==> src/rtl/mant_mul_seq_if.sv <==
// Handshake bundle for the significand multiplier: operand side (valid/ready
// plus the two significands) and result side (valid/ready plus product).
interface mant_mul_seq_if #(
  parameter int WIDTH = 24
);
  logic               i_valid;
  logic               o_ready;
  logic [WIDTH-1:0]   i_a;
  logic [WIDTH-1:0]   i_b;
  logic               o_valid;
  logic               i_ready;
  logic [2*WIDTH-1:0] o_product;
  logic               o_msb;
  logic               o_busy;

  // Upstream/downstream environment side
  modport master (
    output i_valid, i_a, i_b, i_ready,
    input  o_ready, o_valid, o_product, o_msb, o_busy
  );

  // Multiplier side
  modport slave (
    input  i_valid, i_a, i_b, i_ready,
    output o_ready, o_valid, o_product, o_msb, o_busy
  );
endinterface

==> src/rtl/mant_mul_seq.sv <==
// Iterative radix-2 shift-and-add multiplier for single-precision significands.
// One partial product per cycle; the 2*WIDTH-bit raw product feeds the
// normalizer. Zero operands can short-circuit the iteration.
module mant_mul_seq #(
  parameter int WIDTH     = 24,
  parameter int ZERO_SKIP = 1
) (
  input  logic           i_clk,
  input  logic           i_rst_n,
  mant_mul_seq_if.slave  io_bus
);

  localparam int PW = 2 * WIDTH;
  localparam int CW = (WIDTH > 1) ? $clog2(WIDTH) : 1;

  typedef enum logic [1:0] {
    IDLE = 2'd0,
    RUN  = 2'd1,
    DONE = 2'd2
  } state_t;

  state_t          r_state;
  logic [PW-1:0]   r_mcand;   // multiplicand, shifted left each step
  logic [WIDTH-1:0] r_mplier; // multiplier, shifted right each step
  logic [PW-1:0]   r_acc;     // running product
  logic [CW-1:0]   r_cnt;
  logic            r_ready;
  logic            r_busy;
  logic            r_valid;

  logic            w_zero_op;
  logic [PW-1:0]   w_addend;
  logic            w_last;

  // Step datapath: conditional addend, zero-operand detect, final-step detect
  always_comb begin
    w_zero_op = (ZERO_SKIP != 0) && ((io_bus.i_a == '0) || (io_bus.i_b == '0));
    w_addend  = r_mplier[0] ? r_mcand : '0;
    w_last    = (r_cnt == CW'(WIDTH - 1));
  end

  // Control FSM with registered status flags and iteration datapath
  always_ff @(posedge i_clk) begin
    if (!i_rst_n) begin
      r_state  <= IDLE;
      r_mcand  <= '0;
      r_mplier <= '0;
      r_acc    <= '0;
      r_cnt    <= '0;
      r_ready  <= 1'b1;
      r_busy   <= 1'b0;
      r_valid  <= 1'b0;
    end else begin
      case (r_state)
        IDLE: begin
          // r_ready is high throughout IDLE, so i_valid alone means accept
          if (io_bus.i_valid) begin
            r_mcand  <= {{WIDTH{1'b0}}, io_bus.i_a};
            r_mplier <= io_bus.i_b;
            r_acc    <= '0;
            r_cnt    <= '0;
            r_ready  <= 1'b0;
            if (w_zero_op) begin
              r_state <= DONE;
              r_valid <= 1'b1;
            end else begin
              r_state <= RUN;
              r_busy  <= 1'b1;
            end
          end
        end
        RUN: begin
          r_acc    <= r_acc + w_addend;
          r_mcand  <= r_mcand << 1;
          r_mplier <= r_mplier >> 1;
          r_cnt    <= r_cnt + CW'(1);
          if (w_last) begin
            r_state <= DONE;
            r_busy  <= 1'b0;
            r_valid <= 1'b1;
          end
        end
        DONE: begin
          // Result holds until the normalizer takes it; no accept this edge
          if (io_bus.i_ready) begin
            r_state <= IDLE;
            r_valid <= 1'b0;
            r_ready <= 1'b1;
          end
        end
        default: begin
          r_state <= IDLE;
          r_ready <= 1'b1;
          r_busy  <= 1'b0;
          r_valid <= 1'b0;
        end
      endcase
    end
  end

  assign io_bus.o_ready   = r_ready;
  assign io_bus.o_busy    = r_busy;
  assign io_bus.o_valid   = r_valid;
  assign io_bus.o_product = r_acc;
  assign io_bus.o_msb     = r_acc[PW-1];

endmodule

==> src/flat_wrapper.sv <==
// flat-port wrapper written by rule: the top's interface ports become plain ports
module mant_mul_seq_flat 
#(
  parameter int WIDTH     = 24,
  parameter int ZERO_SKIP = 1
)
  (i_clk, i_rst_n, io_bus_i_valid, io_bus_i_a, io_bus_i_b, io_bus_i_ready, io_bus_o_ready, io_bus_o_valid, io_bus_o_product, io_bus_o_msb, io_bus_o_busy);
  mant_mul_seq_if #(.WIDTH(WIDTH)) io_bus_i ();
  input  logic i_clk;
  input  logic i_rst_n;
  input wire logic [$bits(io_bus_i.i_valid)-1:0] io_bus_i_valid;
  input wire logic [$bits(io_bus_i.i_a)-1:0] io_bus_i_a;
  input wire logic [$bits(io_bus_i.i_b)-1:0] io_bus_i_b;
  input wire logic [$bits(io_bus_i.i_ready)-1:0] io_bus_i_ready;
  output wire logic [$bits(io_bus_i.o_ready)-1:0] io_bus_o_ready;
  output wire logic [$bits(io_bus_i.o_valid)-1:0] io_bus_o_valid;
  output wire logic [$bits(io_bus_i.o_product)-1:0] io_bus_o_product;
  output wire logic [$bits(io_bus_i.o_msb)-1:0] io_bus_o_msb;
  output wire logic [$bits(io_bus_i.o_busy)-1:0] io_bus_o_busy;
  assign io_bus_i.i_valid = io_bus_i_valid;
  assign io_bus_i.i_a = io_bus_i_a;
  assign io_bus_i.i_b = io_bus_i_b;
  assign io_bus_i.i_ready = io_bus_i_ready;
  assign io_bus_o_ready = io_bus_i.o_ready;
  assign io_bus_o_valid = io_bus_i.o_valid;
  assign io_bus_o_product = io_bus_i.o_product;
  assign io_bus_o_msb = io_bus_i.o_msb;
  assign io_bus_o_busy = io_bus_i.o_busy;
  mant_mul_seq #(.WIDTH(WIDTH), .ZERO_SKIP(ZERO_SKIP)) u_core (.i_clk(i_clk), .i_rst_n(i_rst_n), .io_bus(io_bus_i));
endmodule
==> config.mk <==
export PLATFORM = sky130hd
export DESIGN_NAME = mant_mul_seq_flat
export DESIGN_NICKNAME = d
export VERILOG_FILES = /design/src/rtl/mant_mul_seq_if.sv /design/src/rtl/mant_mul_seq.sv /design/src/flat_wrapper.sv
export SDC_FILE = /design/constraint.sdc
export NUM_CORES = 1
export LEC_CHECK = 0
export ABC_AREA = 1
export ABC_CLOCK_PERIOD_IN_PS = 4400
export BUFFER_PORTS_ARGS = -buffer_cell sky130_fd_sc_hd__buf_2
export CAP_MARGIN = 20
export CELL_PAD_IN_SITES_DETAIL_PLACEMENT = 0
export CELL_PAD_IN_SITES_GLOBAL_PLACEMENT = 1
export CORE_UTILIZATION = 43
export DETAILED_ROUTE_END_ITERATION = 12
export PLACE_DENSITY_LB_ADDON = 0.1
export SYNTH_ARGS = -nofsm -noshare
export SYNTH_HDL_FRONTEND = slang
export SYNTH_SLANG_ARGS = --single-unit
==> constraint.sdc <==
create_clock -name i_clk -period 4.4 [get_ports i_clk]
set_clock_uncertainty 0.05 [all_clocks]
set_input_delay 0.44 -clock i_clk [delete_from_list [all_inputs] [get_ports i_clk]]
set_output_delay 0.44 -clock i_clk [all_outputs]
set_load 0.01 [all_outputs]
### Yosys cells after proc, flatten, opt, wreduce, memory -nomap -nowiden

Cells that the tools add are included.

| word-level totals | value |
|---|---|
| input bits | 52 |
| bits in registers | 130 |
| output and inout bits | 52 |
| word-level logic and storage cells | 56 |

| cells by class | value |
|---|---|
| mux-type cells | 26 |
| add/subtract/negate cells | 2 |
| bitwise operators | 2 |
| reductions and logical operators | 10 |
| equal/unequal tests | 8 |

Operators by type and width:

| kind | count |
|---|---|
| 48-bit one-hot mux with 2 select lines | 2 |
| 48-bit 2-to-1 mux | 3 |
| 48-bit adder | 1 |
| 24-bit logical NOT | 2 |
| 24-bit one-hot mux with 2 select lines | 1 |
| 24-bit 2-to-1 mux | 1 |
| 5-bit one-hot mux with 2 select lines | 1 |
| 1-bit 2-to-1 mux | 9 |
| 1-bit one-hot mux with 3 select lines | 3 |
| 2-bit 2-to-1 mux | 4 |
| 4-bit AND reduction | 2 |
| 2-bit inequality test (second input constant) | 3 |
| 2-bit one-hot mux with 3 select lines | 1 |
| 3-bit AND reduction | 2 |
| 5-bit by 1-bit adder with 5-bit output (second input constant) | 1 |
| 5-bit == test (second input constant) | 1 |
| 5-bit 2-to-1 mux | 1 |
| 2-bit by 1-bit inequality test with 1-bit output (second input constant) | 2 |
| 2-bit by 1-bit == test with 1-bit output (second input constant) | 1 |
| 2-bit == test (second input constant) | 1 |
| 2-bit logical NOT | 1 |
| 1-bit NOT | 2 |
| 2-bit AND reduction | 1 |
| 2-bit nonzero test | 1 |
| 1-bit logical OR | 1 |

### Longest topological paths before layout

Gate-level depths: netlist (run 1).

| depth | value |
|---|---|
| word-level depth | 5 |
| depth in mapped cells | 17 |
| mapped depth without buffers | 16 |

### Worst setup path after synthesis (run 1)

Ideal clock, no wire load.

| timing path | value |
|---|---|
| path kind | register to register |
| start | register u_core.r_mplier[0] |
| end | register u_core.r_acc[38], in the netlist u_core.io_bus.o_product[38] |
| stages on the path, launching flop included | 16 |
| data arrival time | 2132 ps |
| slack | 2086 ps |
| path buffers | 2 |
| clock period less this slack | 2314 ps |
| cell sequence | dfxtp_1 -> clkbuf_1 -> buf_1 -> nand2_1 -> inv_1 -> ha_1 -> nand2_1 -> inv_1 -> nand2_1 -> nand2_1 -> a21oi_1 -> nor2_1 -> nor2_1 -> nand3_1 -> nand3_1 -> a21oi_1 |

| on the way | value |
|---|---|
| longest elaborated chain between the ends | 3 |

Ends and longest elaborated chain:

| what | RTL line | RTL |
|---|---|---|
| start: declaration | mant_mul_seq.sv:24 | `logic [WIDTH-1:0] r_mplier;` |
| start signal: assignment | mant_mul_seq.sv:59 | `r_mplier <= io_bus.i_b;` |
| start signal: assignment | mant_mul_seq.sv:75 | `r_mplier <= r_mplier >> 1;` |
| 48-bit 2-to-1 mux | mant_mul_seq.sv:38 | `w_addend = r_mplier[0] ? r_mcand : '0;` |
| 48-bit adder | mant_mul_seq.sv:73 | `r_acc <= r_acc + w_addend;` |
| 48-bit one-hot mux with 2 select lines | mant_mul_seq.sv:54 | `case (r_state)` |
| end signal: assignment | mant_mul_seq.sv:73 |  |
| end: declaration | mant_mul_seq.sv:25 | `logic [PW-1:0] r_acc;` |

No other way between the ends.
A chain may end at the register's enable or synchronous reset.

### Worst setup path in the final report (run 1)

| timing path | value |
|---|---|
| start | register u_core.r_mplier[0] |
| end | register u_core.r_acc[40], in the netlist u_core.io_bus.o_product[40] |

The elaborated chain is that of the path after synthesis.

==> results of run 1 <==
state kept, by name, summed over array words and instances, names as in the netlist:
register / cells
u_core.io_bus.o_product: 48
u_core.r_mcand: 48
u_core.io_bus.o_valid: 1
u_core.r_mplier: 24
u_core.r_cnt: 5
u_core.io_bus.o_ready: 1
u_core.io_bus.o_busy: 1
u_core.r_state: 2
power by group:
part | switching [mW] | total, mW | internal (mW) | leakage (nW)
clock | 0.628 | 1.48 | 0.854 | 0.280
combinational | 0.656 | 0.893 | 0.237 | 4.37
sequential | 0.142 | 1.47 | 1.32 | 1.06
layout by cell type, fill, tap and decap left out, types with 2 or more instances in the layout:
cell type / n
sky130_fd_sc_hd__nand2_1: 651
sky130_fd_sc_hd__inv_1: 272
sky130_fd_sc_hd__dfxtp_1: 129
sky130_fd_sc_hd__a21oi_1: 126
sky130_fd_sc_hd__buf_2: 103
sky130_fd_sc_hd__nor2_1: 100
sky130_fd_sc_hd__nand3_1: 65
sky130_fd_sc_hd__ha_1: 48
sky130_fd_sc_hd__a31oi_1: 34
sky130_fd_sc_hd__o21ai_0: 28
sky130_fd_sc_hd__nor2_2: 24
sky130_fd_sc_hd__clkbuf_16: 17
sky130_fd_sc_hd__nand2_2: 15
sky130_fd_sc_hd__nand4_1: 14
sky130_fd_sc_hd__o221ai_1: 12
sky130_fd_sc_hd__inv_2: 9
sky130_fd_sc_hd__nor3_1: 8
sky130_fd_sc_hd__nor4_1: 7
sky130_fd_sc_hd__nand3_2: 6
sky130_fd_sc_hd__buf_4: 6
sky130_fd_sc_hd__nor2_4: 4
sky130_fd_sc_hd__nand3b_1: 4
sky130_fd_sc_hd__inv_6: 4
sky130_fd_sc_hd__clkinvlp_4: 4
sky130_fd_sc_hd__nor3b_1: 3
sky130_fd_sc_hd__o21bai_1: 3
sky130_fd_sc_hd__or2_2: 3
sky130_fd_sc_hd__a21o_1: 3
sky130_fd_sc_hd__inv_8: 3
sky130_fd_sc_hd__a211oi_1: 2
sky130_fd_sc_hd__nor3_2: 2
sky130_fd_sc_hd__bufinv_16: 2
cell usage after synthesis, types with 4 or more instances:
master	number
sky130_fd_sc_hd__inv_1	273
sky130_fd_sc_hd__nor2_2	25
sky130_fd_sc_hd__nand3_1	65
sky130_fd_sc_hd__nand3_2	6
sky130_fd_sc_hd__o221ai_1	12
sky130_fd_sc_hd__a31oi_1	34
sky130_fd_sc_hd__nand3b_1	4
sky130_fd_sc_hd__o21ai_0	28
sky130_fd_sc_hd__inv_2	9
sky130_fd_sc_hd__nand4_1	14
sky130_fd_sc_hd__buf_2	8
sky130_fd_sc_hd__ha_1	48
sky130_fd_sc_hd__clkbuf_1	25
sky130_fd_sc_hd__nor4_1	7
sky130_fd_sc_hd__nor3_1	8
sky130_fd_sc_hd__buf_4	14
sky130_fd_sc_hd__dfxtp_1	130
sky130_fd_sc_hd__nand2_1	651
sky130_fd_sc_hd__nand2_2	15
sky130_fd_sc_hd__nor2_1	101
sky130_fd_sc_hd__a21oi_1	126
cell type report:
cell class / instances / area (sq um)
fill: 2298 / 10560
multi-input combinational: 1168 / 5565
sequential: 130 / 2604
inverter: 282 / 1060
timing repair buffer: 109 / 560.5
clock buffer: 18 / 429.2
tap: 275 / 344.1
clock inverter: 14 / 167.7
how the worst max path moves through the flow:
stage	start	to	slack (ns)	depth (start not counted)
after floorplan	u_core.r_mplier[0]	u_core.io_bus.o_product[38]	2.09	15
after global placement	u_core.r_mplier[0]	u_core.io_bus.o_product[40]	1.44	15
after global routing	u_core.r_mplier[0]	u_core.io_bus.o_product[35]	1.05	16
after detailed placement	u_core.r_mplier[0]	u_core.io_bus.o_product[36]	1.42	17
final	u_core.r_mplier[0]	u_core.io_bus.o_product[40]	1.38	15
after CTS	u_core.r_mplier[0]	u_core.io_bus.o_product[40]	1.39	15
critical path, cell delays in order, from the launching register on:
cell	delay, ns
sky130_fd_sc_hd__dfxtp_2	0.92
sky130_fd_sc_hd__buf_4	0.29
sky130_fd_sc_hd__nand2_1	0.06
sky130_fd_sc_hd__inv_1	0.07
sky130_fd_sc_hd__ha_1	0.27
sky130_fd_sc_hd__nand2_1	0.08
sky130_fd_sc_hd__nand2_1	0.06
sky130_fd_sc_hd__nand2_1	0.06
sky130_fd_sc_hd__nand2_1	0.13
sky130_fd_sc_hd__a21oi_1	0.23
sky130_fd_sc_hd__nand3_2	0.16
sky130_fd_sc_hd__nand2_1	0.14
sky130_fd_sc_hd__nand2_1	0.06
sky130_fd_sc_hd__nand2_1	0.06
sky130_fd_sc_hd__nand3_1	0.11
sky130_fd_sc_hd__a21oi_1	0.17
logic make-up after synthesis:
| logic type | after synthesis | synth area share |
|---|---|---|
| xor+xnor | 1 | 0.0009256 |
| simple gates | 907 | 0.3962 |
| compound gates | 211 | 0.1240 |
| buf+inv | 332 | 0.1383 |
| flops | 130 | 0.2750 |
| fa+ha+maj | 49 | 0.06557 |
stage by stage:
step | setup WS, ns | area, sq um
after floorplan | 2.086 | 9464
after global placement | 1.444 | 10130
after detailed placement | 1.416 | 10130
after CTS | 1.391 | 10730
after global routing | 1.050 | 10730
final | 1.384 | 10730
per-layer routing:
layer,wire (um),part of all wire,track usage
met3,1800,0.060,0.04182
met5,0,0,0
met1,15020,0.50,0.3991
met4,465,0.015,0.07475
met2,12910,0.43,0.4265
==> results_tabular.tex, run 1 <==
\begin{tabular}{lr}
\hline
Metric & Value \\
\hline
\multicolumn{2}{l}{\textbf{Clocking}} \\
Clock Root Buffer & sky130\_fd\_sc\_hd\_\_clkbuf\_16 \\
Number of cells upsized or downsized after cts & 0 \\
Later-pin clock latency in the skew report & 0.43 ns \\
Post-CTS setup buffer count & 0 \\
Buffers from clock root to sink, at most & 2 \\
Sink count of the clock tree & 130 \\
Clock tree from TritonCTS & done \\
Hold buffer count at cts & 0 \\
Clock buffers created by TritonCTS & 17 \\
Number of H-tree levels & 4 \\
Clock edge transition at the registers on the reported setup and hold paths & 0.06 ns \\
\multicolumn{2}{l}{\textbf{Finish}} \\
Finished Layout Cells & 1996 \\
Post-layout net count & 1809 \\
Ant. Diodes & 0 \\
Area delta synth->final & 13.38\% \\
Layout Utilization & 0.5041 \\
Layout cell share with drive strength beyond 1 & 0.1191 \\
\multicolumn{2}{l}{\textbf{Job}} \\
Max Cap Violations & 0 \\
\multicolumn{2}{l}{\textbf{Critical path}} \\
Cells on worst reg2reg path & 15 \\
Endpoint required time on the critical path & 4.71 ns \\
Crit Path Class & flip-flop to flip-flop \\
Worst Path Arrival & 3.32 ns \\
R2r startpoint & u\_core.r\_mplier[0] \\
Setup slack of the most critical reg-to-reg path & 1.38 ns \\
Worst r2r dst & u\_core.io\_bus.o\_product[40] \\
Crit-path max FO & 42 \\
CP Capture Type & flip-flop \\
Critical Path Start Type & flip-flop \\
\multicolumn{2}{l}{\textbf{Yosys}} \\
Number of unique standard cell types used by synthesis & 35 \\
Async set or reset register ratio after synthesis & 0 \\
Post-synthesis cell type with the largest combined area & sky130\_fd\_sc\_hd\_\_dfxtp\_1 \\
Flops \& latches, synth & 130 \\
Instance count of the mapped netlist & 1630 \\
Share of the synthesized area in the top cell type & 0.2750 \\
Post-synthesis area per instance & 5.806 sq um \\
Cell area after technology mapping & 0.009464 sq mm \\
Top cells by area, synth & sky130\_fd\_sc\_hd\_\_dfxtp\_1 27\%, sky130\_fd\_sc\_hd\_\_nand2\_1 26\%, sky130\_fd\_sc\_hd\_\_inv\_1 11\% \\
Number of synthesized flops with an enable pin & 0 \\
Top FF cell, synth & sky130\_fd\_sc\_hd\_\_dfxtp\_1 \\
Syn Nets & 1731 \\
Sequential cell area fraction in the yosys report & 0.2750 \\
Yosys Warn Count & 0 \\
\multicolumn{2}{l}{\textbf{Timing}} \\
Maximum clock rate & 331.5 MHz \\
Final worst hold slack & 0.2236 ns \\
Final Hold Fails & 0 \\
Final Critical Period & 3.016 ns \\
Slew Viols, Final & 0 \\
Share of the clock period used by the worst path after layout & 0.6855 \\
Tightest slew margin relative to the limit & 0.4016 \\
RSZ-0062 raised after global routing & false \\
Setup tns final & 0 ns \\
Final setup violation count & 0 \\
Slew at the pin with the worst max-slew slack & 0.8966 ns \\
\multicolumn{2}{l}{\textbf{Place}} \\
Sum of net half-perimeters after detailed placement & 23.21 mm \\
Final weighted congestion in routability-driven placement & 0.9488 \\
Count of input and output buffers & 103 \\
Total placed cells including tap cells & 1964 \\
\multicolumn{2}{l}{\textbf{GRT}} \\
Overflow after GRT & 0 \\
Largest net degree at the start of global routing & 65 \\
Antenna violations before repair & 0 \\
Wire length of the first global-routing pass & 47.78 mm \\
Number of global-route vias before repair & 9003 \\
Overall fraction of global-route tracks in use & 0.2774 \\
\multicolumn{2}{l}{\textbf{Power and ir drop}} \\
Power density normalized to cell area & 357.9 mW/mm\^{}2 \\
Static power due to leakage & 5.708 nW \\
Tot Pwr & 3.841 mW \\
Worst vdd ir & 354.9 uV \\
\multicolumn{2}{l}{\textbf{Drt}} \\
Number of vias per cell after detailed routing & 4.991 \\
Residual antenna-violating net count after detailed routing & 0 \\
Routed via count & 9963 \\
Drt drc & 0 \\
Final Routed Wirelength & 30.19 mm \\
Detailed-route wire length per cell & 15.12 um \\
1st-pass router iterations & 5 \\
Count of routing violations after the opening detailed-route iteration & 634 \\
\multicolumn{2}{l}{\textbf{Min path}} \\
Hold Path End & u\_core.r\_mplier[23] \\
Hold crit path type & input port to flip-flop \\
Hold Path Depth & 3 \\
Hold Startpoint & io\_bus\_i\_b[23] \\
\multicolumn{2}{l}{\textbf{Floorplanning}} \\
Floorplan die width & 150.4 um \\
Total die area & 0.02261 sq mm \\
Placement row count & 53 \\
Ports placed on the boundary & 104 \\
Initial core utilization & 0.4446 \\
Die Y & 150.4 um \\
Core area & 0.02129 sq mm \\
\multicolumn{2}{l}{\textbf{Status}} \\
Outcome & finished clean \\
\hline
\end{tabular}
No activity file was read; power rests on OpenSTA's default activity.
==> run 2: changes to the inputs <==
--- a/config.mk
+++ b/config.mk
@@ -6,12 +6,12 @@
 export NUM_CORES = 1
 export LEC_CHECK = 0
 export ABC_AREA = 1
-export ABC_CLOCK_PERIOD_IN_PS = 4400
+export ABC_CLOCK_PERIOD_IN_PS = 2450
 export BUFFER_PORTS_ARGS = -buffer_cell sky130_fd_sc_hd__buf_2
 export CAP_MARGIN = 20
 export CELL_PAD_IN_SITES_DETAIL_PLACEMENT = 0
 export CELL_PAD_IN_SITES_GLOBAL_PLACEMENT = 1
-export CORE_UTILIZATION = 43
+export CORE_UTILIZATION = 37
 export DETAILED_ROUTE_END_ITERATION = 12
 export PLACE_DENSITY_LB_ADDON = 0.1
 export SYNTH_ARGS = -nofsm -noshare
==> constraint.sdc (replaced) <==
create_clock -name i_clk -period 2.45 [get_ports i_clk]
set_clock_uncertainty 0.05 [all_clocks]
set_input_delay 0.245 -clock i_clk [delete_from_list [all_inputs] [get_ports i_clk]]
set_output_delay 0.245 -clock i_clk [all_outputs]
set_load 0.01 [all_outputs]
==> run 2 against run 1 <==
Hold slack lost 0.20 ns; design area is 13% higher; via count up 3.8%; combinational power is 110% higher; clock-buffer cell count increased by 1; non-clock buffer count is 82 higher; maximum frequency rose by 24%; cell count is 6.9% higher; flip-flop and latch count unchanged; critical path depth did not move; critical endpoint is now u_core.io_bus.o_product[26]; largest power group is now registers; highest routed layer unchanged.
==> results_tabular.tex, run 2 (synthesis results as in run 1) <==
\begin{tabular}{lr}
\hline
Metric & Value \\
\hline
\multicolumn{2}{l}{\textbf{Status}} \\
Outcome & finished clean \\
\multicolumn{2}{l}{\textbf{Floorplanning}} \\
Initial core utilization & 0.3769 \\
Core area & 0.02511 sq mm \\
Placement row count & 58 \\
Floorplan die width & 161.9 um \\
Die Y & 161.9 um \\
Total die area & 0.02622 sq mm \\
Ports placed on the boundary & 104 \\
\multicolumn{2}{l}{\textbf{Power and ir drop}} \\
Power density normalized to cell area & 578.7 mW/mm\^{}2 \\
Worst vdd ir & 701.5 uV \\
Static power due to leakage & 6.190 nW \\
\multicolumn{2}{l}{\textbf{Clocking}} \\
Clock edge transition at the registers on the reported setup and hold paths & 0.07 ns \\
Clock buffers created by TritonCTS & 17 \\
Clock Root Buffer & sky130\_fd\_sc\_hd\_\_clkbuf\_16 \\
Number of H-tree levels & 4 \\
Buffers from clock root to sink, at most & 2 \\
Hold buffer count at cts & 0 \\
Clock tree from TritonCTS & done \\
Later-pin clock latency in the skew report & 0.43 ns \\
Sink count of the clock tree & 130 \\
\multicolumn{2}{l}{\textbf{Drt}} \\
Final Routed Wirelength & 33.04 mm \\
Number of vias per cell after detailed routing & 4.848 \\
Routed via count & 10340 \\
Count of routing violations after the opening detailed-route iteration & 695 \\
Drt drc & 0 \\
Detailed-route wire length per cell & 15.49 um \\
1st-pass router iterations & 5 \\
Residual antenna-violating net count after detailed routing & 0 \\
\multicolumn{2}{l}{\textbf{Job}} \\
Max Cap Violations & 0 \\
\multicolumn{2}{l}{\textbf{GRT}} \\
Met1 Resource Use GR & 0.3575 \\
Most used routing layer in global routing & met2 \\
Overflow after GRT & 0 \\
Met2 demand-to-capacity share in global routing & 0.4030 \\
Largest net degree at the start of global routing & 112 \\
Number of global-route vias before repair & 9693 \\
GR met3 Demand/Resource & 0.03958 \\
Wire length of the first global-routing pass & 51.69 mm \\
Overall fraction of global-route tracks in use & 0.2545 \\
Antenna violations before repair & 0 \\
\multicolumn{2}{l}{\textbf{Timing}} \\
Maximum clock rate & 410.9 MHz \\
Slew at the pin with the worst max-slew slack & 0.5597 ns \\
RSZ-0062 raised after global routing & true \\
Final Hold Fails & 0 \\
Share of the clock period used by the worst path after layout & 0.9934 \\
Final Critical Period & 2.434 ns \\
Final setup violation count & 0 \\
Tightest slew margin relative to the limit & 0.6269 \\
Final worst hold slack & 0.02668 ns \\
Slew Viols, Final & 0 \\
\multicolumn{2}{l}{\textbf{Critical path}} \\
CP Capture Type & flip-flop \\
Endpoint required time on the critical path & 2.69 ns \\
Worst Path Arrival & 2.67 ns \\
Critical Path Start Type & flip-flop \\
Crit Path Class & flip-flop to flip-flop \\
Crit-path max FO & 13 \\
Setup slack of the most critical reg-to-reg path & 0.02 ns \\
\multicolumn{2}{l}{\textbf{Finish}} \\
Ant. Diodes & 0 \\
Commonest cells after routing, fill and taps aside & 615 x sky130\_fd\_sc\_hd\_\_nand2\_1, 268 x sky130\_fd\_sc\_hd\_\_inv\_1, 129 x sky130\_fd\_sc\_hd\_\_dfxtp\_1 \\
Area delta synth->final & 28.23\% \\
Post-layout net count & 1891 \\
Number of fill cells in the layout & 2793 \\
Layout cell share with drive strength beyond 1 & 0.2230 \\
Layout Utilization & 0.4833 \\
Leading cell type in the layout, fill and taps excluded & sky130\_fd\_sc\_hd\_\_nand2\_1 \\
\multicolumn{2}{l}{\textbf{Min path}} \\
Hold crit path type & input port to flip-flop \\
\multicolumn{2}{l}{\textbf{Place}} \\
Count of input and output buffers & 103 \\
Sum of net half-perimeters after detailed placement & 25.32 mm \\
Final weighted congestion in routability-driven placement & 0.9443 \\
\hline
\end{tabular}
==> run 2: metrics by stage <==
step	power [mW]	TNS, ns	cell area (sq um)	cells	worst slack [ns]
2_1_floorplan	3.847	0	9464	1630	0.1358
3_3_place_gp	4.467	-0.2527	10830	2096	-0.07664
3_5_place_dp	4.466	-0.4982	10830	2096	-0.1152
4_1_cts	7.017	0	11430	2128	0.005930
5_1_grt	7.421	-1.007	12140	2133	-0.1154
6_report	7.022	0	12140	2133	0.01611
==> run 2: area by class of cell <==
| type | count | area, sq um | area share |
|---|---|---|---|
| tap | 330 | 412.9 | 0.03402 |
| multi-input combinational | 1168 | 6247 | 0.5148 |
| clock inverter | 13 | 112.6 | 0.009279 |
| timing repair buffer | 191 | 1244 | 0.1025 |
| sequential | 130 | 2606 | 0.2148 |
| inverter | 282 | 1060 | 0.08733 |
| clock buffer | 19 | 452.9 | 0.03732 |
==> run 2: path summary, 6_finish.rpt <==
path / from / endpoint / cells past startpoint
hold reg to reg: u_core.io_bus.o_busy / u_core.io_bus.o_busy / 2
setup / recovery: u_core.r_mplier[0] / u_core.io_bus.o_product[26] / 15
setup reg to reg: u_core.r_mplier[0] / u_core.io_bus.o_product[26] / 15
hold / removal: io_bus_i_b[23] / u_core.r_mplier[23] / 3
==> run 2: worst max-delay path: stages (launching register included) <==
cell	delay (ns)
sky130_fd_sc_hd__dfxtp_4	0.38
sky130_fd_sc_hd__buf_12	0.15
sky130_fd_sc_hd__nand2_1	0.07
sky130_fd_sc_hd__inv_1	0.04
sky130_fd_sc_hd__ha_1	0.33
sky130_fd_sc_hd__nand2_1	0.19
sky130_fd_sc_hd__nor2_1	0.07
sky130_fd_sc_hd__buf_4	0.15
sky130_fd_sc_hd__nand2_1	0.09
sky130_fd_sc_hd__nor2_1	0.06
sky130_fd_sc_hd__buf_4	0.12
sky130_fd_sc_hd__nand2_1	0.07
sky130_fd_sc_hd__nand3_2	0.09
sky130_fd_sc_hd__or2_2	0.28
sky130_fd_sc_hd__nand3_1	0.07
sky130_fd_sc_hd__a21oi_1	0.06
==> run 2: where the power goes <==
group | switching [mW] | total [mW] | internal [mW]
logic | 1.30 | 1.88 | 0.573
clock network | 1.16 | 2.54 | 1.38
registers | 0.224 | 2.60 | 2.38
total | 2.69 | 7.02 | 4.34
==> run 2: per-layer routing <==
metal / part of all wire / vias to the layer above / routed length (um)
li1: - / 5386 / -
met4: 0.016 / 0 / 514
met5: 0 / - / 0
met3: 0.050 / 24 / 1657
met2: 0.44 / 232 / 14550
met1: 0.49 / 4698 / 16320
==> run 2: repair_timing <==
action	in CTS	in global routing
cloned	0	1
pin swaps	1	5
setup endpoints to repair	11	33
gates resized for setup	6	144
buffers inserted	0	4
